<file path="src/rtl/uart_rx_cmd_parser.sv">
`default_nettype none
// ============================================================================
// Module  : uart_rx_cmd_parser
// Brief   : Assembles UART receiver bytes into WR/RD/ALU command frames and
//           presents them on a valid/ready bus, with a separate error pulse.
// Revision: 1.0 - initial release
// ============================================================================
module uart_rx_cmd_parser #(
  parameter int ADDR_W  = 4,
  parameter int TIMEOUT = 4096
) (
  input  logic              clk,
  input  logic              rst,
  input  logic [7:0]        rx_data,
  input  logic              rx_valid,
  input  logic              rx_par_err,
  input  logic              rx_frm_err,
  output logic              cmd_valid,
  input  logic              cmd_ready,
  output logic [1:0]        cmd_type,
  output logic [ADDR_W-1:0] cmd_addr,
  output logic [7:0]        cmd_wdata,
  output logic [7:0]        cmd_op_a,
  output logic [7:0]        cmd_op_b,
  output logic [3:0]        cmd_fun,
  output logic              err_valid,
  output logic [1:0]        err_code
);

  localparam int CNT_W = $clog2(TIMEOUT) + 1;
  localparam logic [CNT_W-1:0] C_CNT_LAST = CNT_W'(TIMEOUT - 1);

  localparam logic [1:0] C_TYPE_WR      = 2'd0;
  localparam logic [1:0] C_TYPE_RD      = 2'd1;
  localparam logic [1:0] C_TYPE_ALU_OP  = 2'd2;
  localparam logic [1:0] C_TYPE_ALU_NOP = 2'd3;

  localparam logic [1:0] C_ERR_BAD_BYTE = 2'd0;
  localparam logic [1:0] C_ERR_UNKNOWN  = 2'd1;
  localparam logic [1:0] C_ERR_TIMEOUT  = 2'd2;
  localparam logic [1:0] C_ERR_OVERRUN  = 2'd3;

  typedef enum logic [2:0] {
    IDLE      = 3'd0,
    GET_ADDR  = 3'd1,
    GET_WDATA = 3'd2,
    GET_OPA   = 3'd3,
    GET_OPB   = 3'd4,
    GET_FUN   = 3'd5,
    ISSUE     = 3'd6
  } state_t;

  state_t              state_q, state_d;
  logic [1:0]          type_q, type_d;
  logic [ADDR_W-1:0]   addr_q, addr_d;
  logic [7:0]          wdata_q, wdata_d;
  logic [7:0]          opa_q, opa_d;
  logic [7:0]          opb_q, opb_d;
  logic [3:0]          fun_q, fun_d;
  logic                err_valid_q, err_valid_d;
  logic [1:0]          err_code_q, err_code_d;
  logic [CNT_W-1:0]    cnt_q, cnt_d;
  logic                w_bad_byte;

  assign w_bad_byte = rx_par_err | rx_frm_err;

  always_comb begin
    state_d     = state_q;
    type_d      = type_q;
    addr_d      = addr_q;
    wdata_d     = wdata_q;
    opa_d       = opa_q;
    opb_d       = opb_q;
    fun_d       = fun_q;
    err_valid_d = 1'b0;
    err_code_d  = err_code_q;
    cnt_d       = '0;

    if (state_q == ISSUE) begin
      // Bytes arriving while a command is pending are dropped; flags ignored.
      if (rx_valid) begin
        err_valid_d = 1'b1;
        err_code_d  = C_ERR_OVERRUN;
      end
      if (cmd_ready) state_d = IDLE;
    end else if (rx_valid) begin
      if (w_bad_byte) begin
        state_d     = IDLE;
        err_valid_d = 1'b1;
        err_code_d  = C_ERR_BAD_BYTE;
      end else begin
        case (state_q)
          IDLE: begin
            case (rx_data)
              8'hAA: begin type_d = C_TYPE_WR;      state_d = GET_ADDR; end
              8'hBB: begin type_d = C_TYPE_RD;      state_d = GET_ADDR; end
              8'hCC: begin type_d = C_TYPE_ALU_OP;  state_d = GET_OPA;  end
              8'hDD: begin type_d = C_TYPE_ALU_NOP; state_d = GET_FUN;  end
              default: begin
                err_valid_d = 1'b1;
                err_code_d  = C_ERR_UNKNOWN;
              end
            endcase
          end
          GET_ADDR: begin
            addr_d  = rx_data[ADDR_W-1:0];
            state_d = (type_q == C_TYPE_WR) ? GET_WDATA : ISSUE;
          end
          GET_WDATA: begin
            wdata_d = rx_data;
            state_d = ISSUE;
          end
          GET_OPA: begin
            opa_d   = rx_data;
            state_d = GET_OPB;
          end
          GET_OPB: begin
            opb_d   = rx_data;
            state_d = GET_FUN;
          end
          GET_FUN: begin
            fun_d   = rx_data[3:0];
            state_d = ISSUE;
          end
          default: state_d = IDLE;
        endcase
      end
    end else if (state_q != IDLE) begin
      // Inside a frame with no byte this cycle: run the inter-byte watchdog.
      if (cnt_q == C_CNT_LAST) begin
        state_d     = IDLE;
        err_valid_d = 1'b1;
        err_code_d  = C_ERR_TIMEOUT;
      end else begin
        cnt_d = cnt_q + 1'b1;
      end
    end
  end

  always_ff @(posedge clk or posedge rst) begin
    if (rst) begin
      state_q     <= IDLE;
      type_q      <= '0;
      addr_q      <= '0;
      wdata_q     <= '0;
      opa_q       <= '0;
      opb_q       <= '0;
      fun_q       <= '0;
      err_valid_q <= 1'b0;
      err_code_q  <= '0;
      cnt_q       <= '0;
    end else begin
      state_q     <= state_d;
      type_q      <= type_d;
      addr_q      <= addr_d;
      wdata_q     <= wdata_d;
      opa_q       <= opa_d;
      opb_q       <= opb_d;
      fun_q       <= fun_d;
      err_valid_q <= err_valid_d;
      err_code_q  <= err_code_d;
      cnt_q       <= cnt_d;
    end
  end

  assign cmd_valid = (state_q == ISSUE);
  assign cmd_type  = type_q;
  assign cmd_addr  = addr_q;
  assign cmd_wdata = wdata_q;
  assign cmd_op_a  = opa_q;
  assign cmd_op_b  = opb_q;
  assign cmd_fun   = fun_q;
  assign err_valid = err_valid_q;
  assign err_code  = err_code_q;

endmodule
`default_nettype wire

</file>
<file path="config.mk">
export PLATFORM = sky130hd
export DESIGN_NAME = uart_rx_cmd_parser
export DESIGN_NICKNAME = d
export VERILOG_FILES = /design/src/rtl/uart_rx_cmd_parser.sv
export SDC_FILE = /design/constraint.sdc
export NUM_CORES = 1
export LEC_CHECK = 0
export ABC_AREA = 1
export CAP_MARGIN = 20
export CORE_AREA = 2 2 80 82
export CTS_BUF_LIST = sky130_fd_sc_hd__clkbuf_8
export DETAILED_ROUTE_END_ITERATION = 6
export DIE_AREA = 0 0 82 84
export PLACE_DENSITY = 0.67
export SKIP_LAST_GASP = 1
export SYNTH_ARGS = -nofsm -noshare
export SYNTH_HDL_FRONTEND = slang
export SYNTH_SLANG_ARGS = --single-unit
</file>
<file path="constraint.sdc">
create_clock -name clk -period 1.85 [get_ports clk]
set_input_delay 0.555 -clock clk [delete_from_list [all_inputs] [get_ports clk]]
set_output_delay 0.555 -clock clk [all_outputs]
set_load 0.005 [all_outputs]
</file>
* Word level (Yosys, flattened, before mapping)
Cells that the tools add are included.
** Word-level totals
- Register bits :: 53
- Bits in writable memories :: 0
- Output and inout port bits :: 38
- Input port bits :: 14
- Memories kept :: 0
- Word-level logic and storage cells :: 79
- ROM bits :: 0
- Latch bits :: 0
** Operators by class
- Reduce and logical (&&, ||, !) cells :: 19
- Shift operators :: 0
- Divide/modulo/power cells :: 0
- Multiplexer cells :: 30
- Bitwise operators :: 3
- $lt $le $gt $ge :: 0
- Eq/ne operators :: 16
- $add $sub $neg :: 1
- Multiply operators :: 0
** Operator list (count)
- $mux 13 :: 4
- $eq 8x8->1 const B :: 4
- $reduce_and 4->1 :: 6
- $mux 3 :: 7
- $mux 2 :: 8
- $pmux 3 s5 :: 1
- $add 13x1->13 const B :: 1
- $eq 13x12->1 const B :: 1
- $reduce_and 5->1 :: 2
- $eq 3x3->1 const B :: 3
- $pmux 3 s3 :: 1
- $reduce_bool 3->1 :: 3
- $mux 1 :: 8
- $pmux 2 s4 :: 1
- $ne 7x5->1 const B :: 1
- $eq 3x2->1 const B :: 2
- $ne 4x1->1 const B :: 1
- $ne 4x2->1 const B :: 1
- $reduce_bool 2->1 :: 2
- $reduce_bool 4->1 :: 1
- $reduce_or 2->1 :: 2
- $reduce_or 4->1 :: 1
- $eq 3x1->1 const B :: 1
- $logic_not 3->1 :: 1
- other kinds (5) :: 6

* Logic depth before layout (Yosys ltp)
Gate-level depths: netlist of the first run.
- Word-level depth :: 7
- Gate-level depth with buffers :: 10
- Depth with buffers taken out :: 10

* Worst setup path before layout of the first run
Ideal clock, no wire load.
- Path kind :: input -> register
- Start :: input port rx_frm_err
- End :: register opa_q[0] (netlist: cmd_op_a[0])
- Path slack :: 344 ps
- Setup time :: 127 ps
- Path buffers :: 1
- Stages :: 7
- Arrival :: 1378 ps
- Required time :: 1723 ps
- Path through :: nor2_1 -> nand2_1 -> inv_1 -> nand4_1 -> buf_2 -> nand2_1 -> o21ai_0
** On the way
- Longest elaborated chain between the ends :: 3
** RTL lines
- start, declared :: RTL line 17 : input logic rx_frm_err,
- $or 1x1->1 :: RTL line 65 : assign w_bad_byte = rx_par_err | rx_frm_err;
- $not 1->1 (no line)
- $reduce_and 4->1 (no line)
- end signal, assigned :: RTL line 157 : opa_q <= opa_d;
- end, declared :: RTL line 57 : logic [7:0] opa_q, opa_d;
No other way between the ends.
A chain may end at the register's enable or synchronous reset.

* Worst setup path in the final report of the first run
- Start :: register type_q[1] (netlist: cmd_type[1])
- End :: output port cmd_type[1]
** RTL lines
- start, declared :: RTL line 54 : logic [1:0] type_q, type_d;
- start signal, assigned :: RTL line 154 : type_q <= type_d;
- end, declared :: RTL line 20 : output logic [1:0] cmd_type,
No word-level cell between the ends.

==> results of run 1 <==
==> path summary, 6_finish.rpt <==
| path | cells after the start | startpoint | slack [ps] | to |
|---|---|---|---|---|
| worst max register to register | 8 | cnt_q[0] | 250 | state_q[0] |
| max in group asynchronous | 3 | rst | 1020 | err_code[1] |
| worst min-delay path | 1 | cnt_q[0] | 450 | cnt_q[0] |
| worst min register to register | 1 | cnt_q[0] | 450 | cnt_q[0] |
| min in group asynchronous | 3 | rst | 590 | cmd_wdata[5] |
| worst max-delay path | 1 | cmd_type[1] | 60 | cmd_type[1] |
==> stage by stage <==
step                      std cells  setup WS (ps)  total power [uW]
after detailed placement        431           -240              2830
after global routing            441          -29.6              3770
final                           441           59.8              3520
after global placement          431           -196              2810
after CTS                       440           46.2              3560
after floorplan                 282           8.77              2060
==> layer usage <==
layer  vias to the layer above  global-route usage  wire, um
met2                        56               0.279      2620
li1                       1055                   -         -
met5                         -                   0         0
met3                         9              0.0465       326
met1                       939               0.239      2530
met4                         0              0.0470        77
==> sequential cells by signal (all words and copies together) (netlist names) <==
| signal | flops |
|---|---|
| cmd_op_b | 8 |
| cmd_fun | 4 |
| cnt_q | 13 |
| cmd_wdata | 8 |
| err_valid | 1 |
| cmd_op_a | 8 |
| cmd_type | 2 |
| state_q | 3 |
| cmd_addr | 4 |
| err_code | 2 |
==> cells by family (layout without fill, tap and decap cells) <==
group,Yosys count,count (layout),share of synthesized area
AND/OR/NAND/NOR,142,142,0.258
flip-flops,53,53,0.559
AO/OA/AOI/OAI,43,43,0.0976
buffers and inverters,38,120,0.0612
XOR/XNOR,5,5,0.0185
adder cells (fa/ha/maj),1,1,0.00528
==> cells in the mapped netlist (3+ instances only) <==
cell | n | share of area
nand2_1 | 81 | 0.13
dfrtp_1 | 53 | 0.56
inv_1 | 33 | 0.052
nor2_1 | 32 | 0.051
o21ai_0 | 30 | 0.063
nand3_1 | 12 | 0.025
a21oi_1 | 7 | 0.015
nand4_1 | 4 | 0.011
nor3_1 | 4 | 0.0084
xor2_1 | 3 | 0.011
==> area by class of cell <==
cell class	instances	area [um2]
clock inverters	3	28.8
clock buffers	5	68.8
inverters	35	131
flip-flops and latches	53	1330
multi-input cells	191	917
well taps	77	96.3
fillers	598	2800
repair buffers	77	729
==> power groups by stage <==
| stage | Clock [uW] | Sequential (uW) | Combinational, uW |
|---|---|---|---|
| 2_1_floorplan | 0 | 1640 | 422 |
| 3_3_place_gp | 0 | 1630 | 1180 |
| 3_5_place_dp | 0 | 1630 | 1200 |
| 4_1_cts | 733 | 1620 | 1210 |
| 5_1_grt | 775 | 1650 | 1340 |
| 6_report | 713 | 1620 | 1190 |
==> timing repair <==
item                       4_1_cts  5_1_grt
gates cloned                     0        0
buffers inserted                 1        1
pin swaps                        0        1
setup endpoints to repair        1       10
resized for setup                1        8
==> impl_metrics.yaml, run 1 <==
logic_synthesis:
  syn_nets: 297
  yosysWarningCount: 0
  async_flop_share: 1.00
  syn_inst: 282
  yosysSeqAreaShare: 0.559
  synth-edff-count: 0
  ys_types: 27
  synth_seq_cells: 53
  syn_avg_cell_area_um2: 8.41
  syn_area_um2: 2370
  ys.flop_type: "dfrtp_1"
global_route:
  grt_pass1_wl_mm: 9.45
  antenna_found_initial: 0
  grt_overflow_total: 0
  grt_max_degree: 54
  track_usage: 0.176
  grt_pass1_vias: 2035
layout:
  area_delta_synth_final_pct: 39.1
  final_cell_area_um2: 3300
  postLayoutCoreUtil: 0.541
  drive_gt1_frac: 0.137
  layout_commonest_cell: "nand2_1"
  layout_common_cells: "nand2_1 (79), dfrtp_1 (53), clkdlybuf4s50_1 (50)"
  nets: 378
  diodes: 0
die:
  core_area_um2: 6100
  die_h_um: 84
  dieArea_um2: 6890
  num_rows: 29
  io-pin-count: 52
  start_util: 0.389
  die_w_um: 82
clock_tree:
  cts_tree: "done"
  clockRootBuffer: "clkbuf_8"
  insertion_delay_ps: 320
  clkSlewWorstSetupHoldPaths_ps: 100
  cts_buffer_depth: 2
  cts_sinks: 53
  cts_made_buffers: 5
  htreeDepth: 2
  cts-hold-fix-buffers: 0
power:
  ir_drop_uv: 715
  seqPwrFrac: 0.459
  combinationalPowerShare: 0.339
  p_switching_uw: 1110
  p_leak_uw: 0.00160
  intPower_uw: 2410
  pwr_density_cell_nw_per_um2: 1070
  power.share.switching: 0.315
  power_frac_clock: 0.202
timing:
  rsz0062_at_grt: "yes"
  final_period_minus_worst_setup_slack_ps: 1790
  slew_violations: 0
  worst_pin_slew_ps: 347
  slew_headroom: 0.765
  setup_viol: 0
  fmax_ghz: 0.559
  timing.final.hold_violations: 0
  finClkSkew_ps: 13.4
  whs_ps: 454
  final.period_utilization: 0.968
  tns_ps: 0
run:
  cap_violations: 0
critical_path:
  critPathMaxStageDelay_ps: 520
  endpoint_kind: "output pin"
  path_cells: "clkdlybuf4s50_1"
  cp.required_ps: 1290
  setup.worst_path.class: "reg -> out"
  arrival_ps: 1240
  worst_path_max_delay_cell: "clkdlybuf4s50_1"
  crit_path_max_fanout: 3
  critPathTopFamily: "buffers and inverters"
  cp_num_buf_inv: 1
  worstSetupStartpointType: "flip-flop"
routing:
  viasPerCell: 4.67
  ant_nets: 0
  vias: 2059
  drtPass1Iterations: 4
  wl_mm: 5.56
  drc: 0
  wire_per_inst_um: 12.6
  drt_iter0_drc: 110
status:
  status: "completed"
placed_design:
  place.gp.congestion: 0.885
  detailed_place_hpwl_mm: 4.07
  port_buffers: 51
  placed_area_um2: 3170
worst_hold_path:
  min-delay-path-class: "reg -> reg"
Power figures use the tool's default switching activity.
==> run 2: changes to the inputs <==
--- a/config.mk
+++ b/config.mk
@@ -13,6 +13,7 @@
 export DIE_AREA = 0 0 82 84
 export PLACE_DENSITY = 0.67
 export SKIP_LAST_GASP = 1
+export SLEW_MARGIN = 20
 export SYNTH_ARGS = -nofsm -noshare
 export SYNTH_HDL_FRONTEND = slang
 export SYNTH_SLANG_ARGS = --single-unit
==> results of run 2 <==
The final DEF is identical to that of run 1; final timing and power are the same.
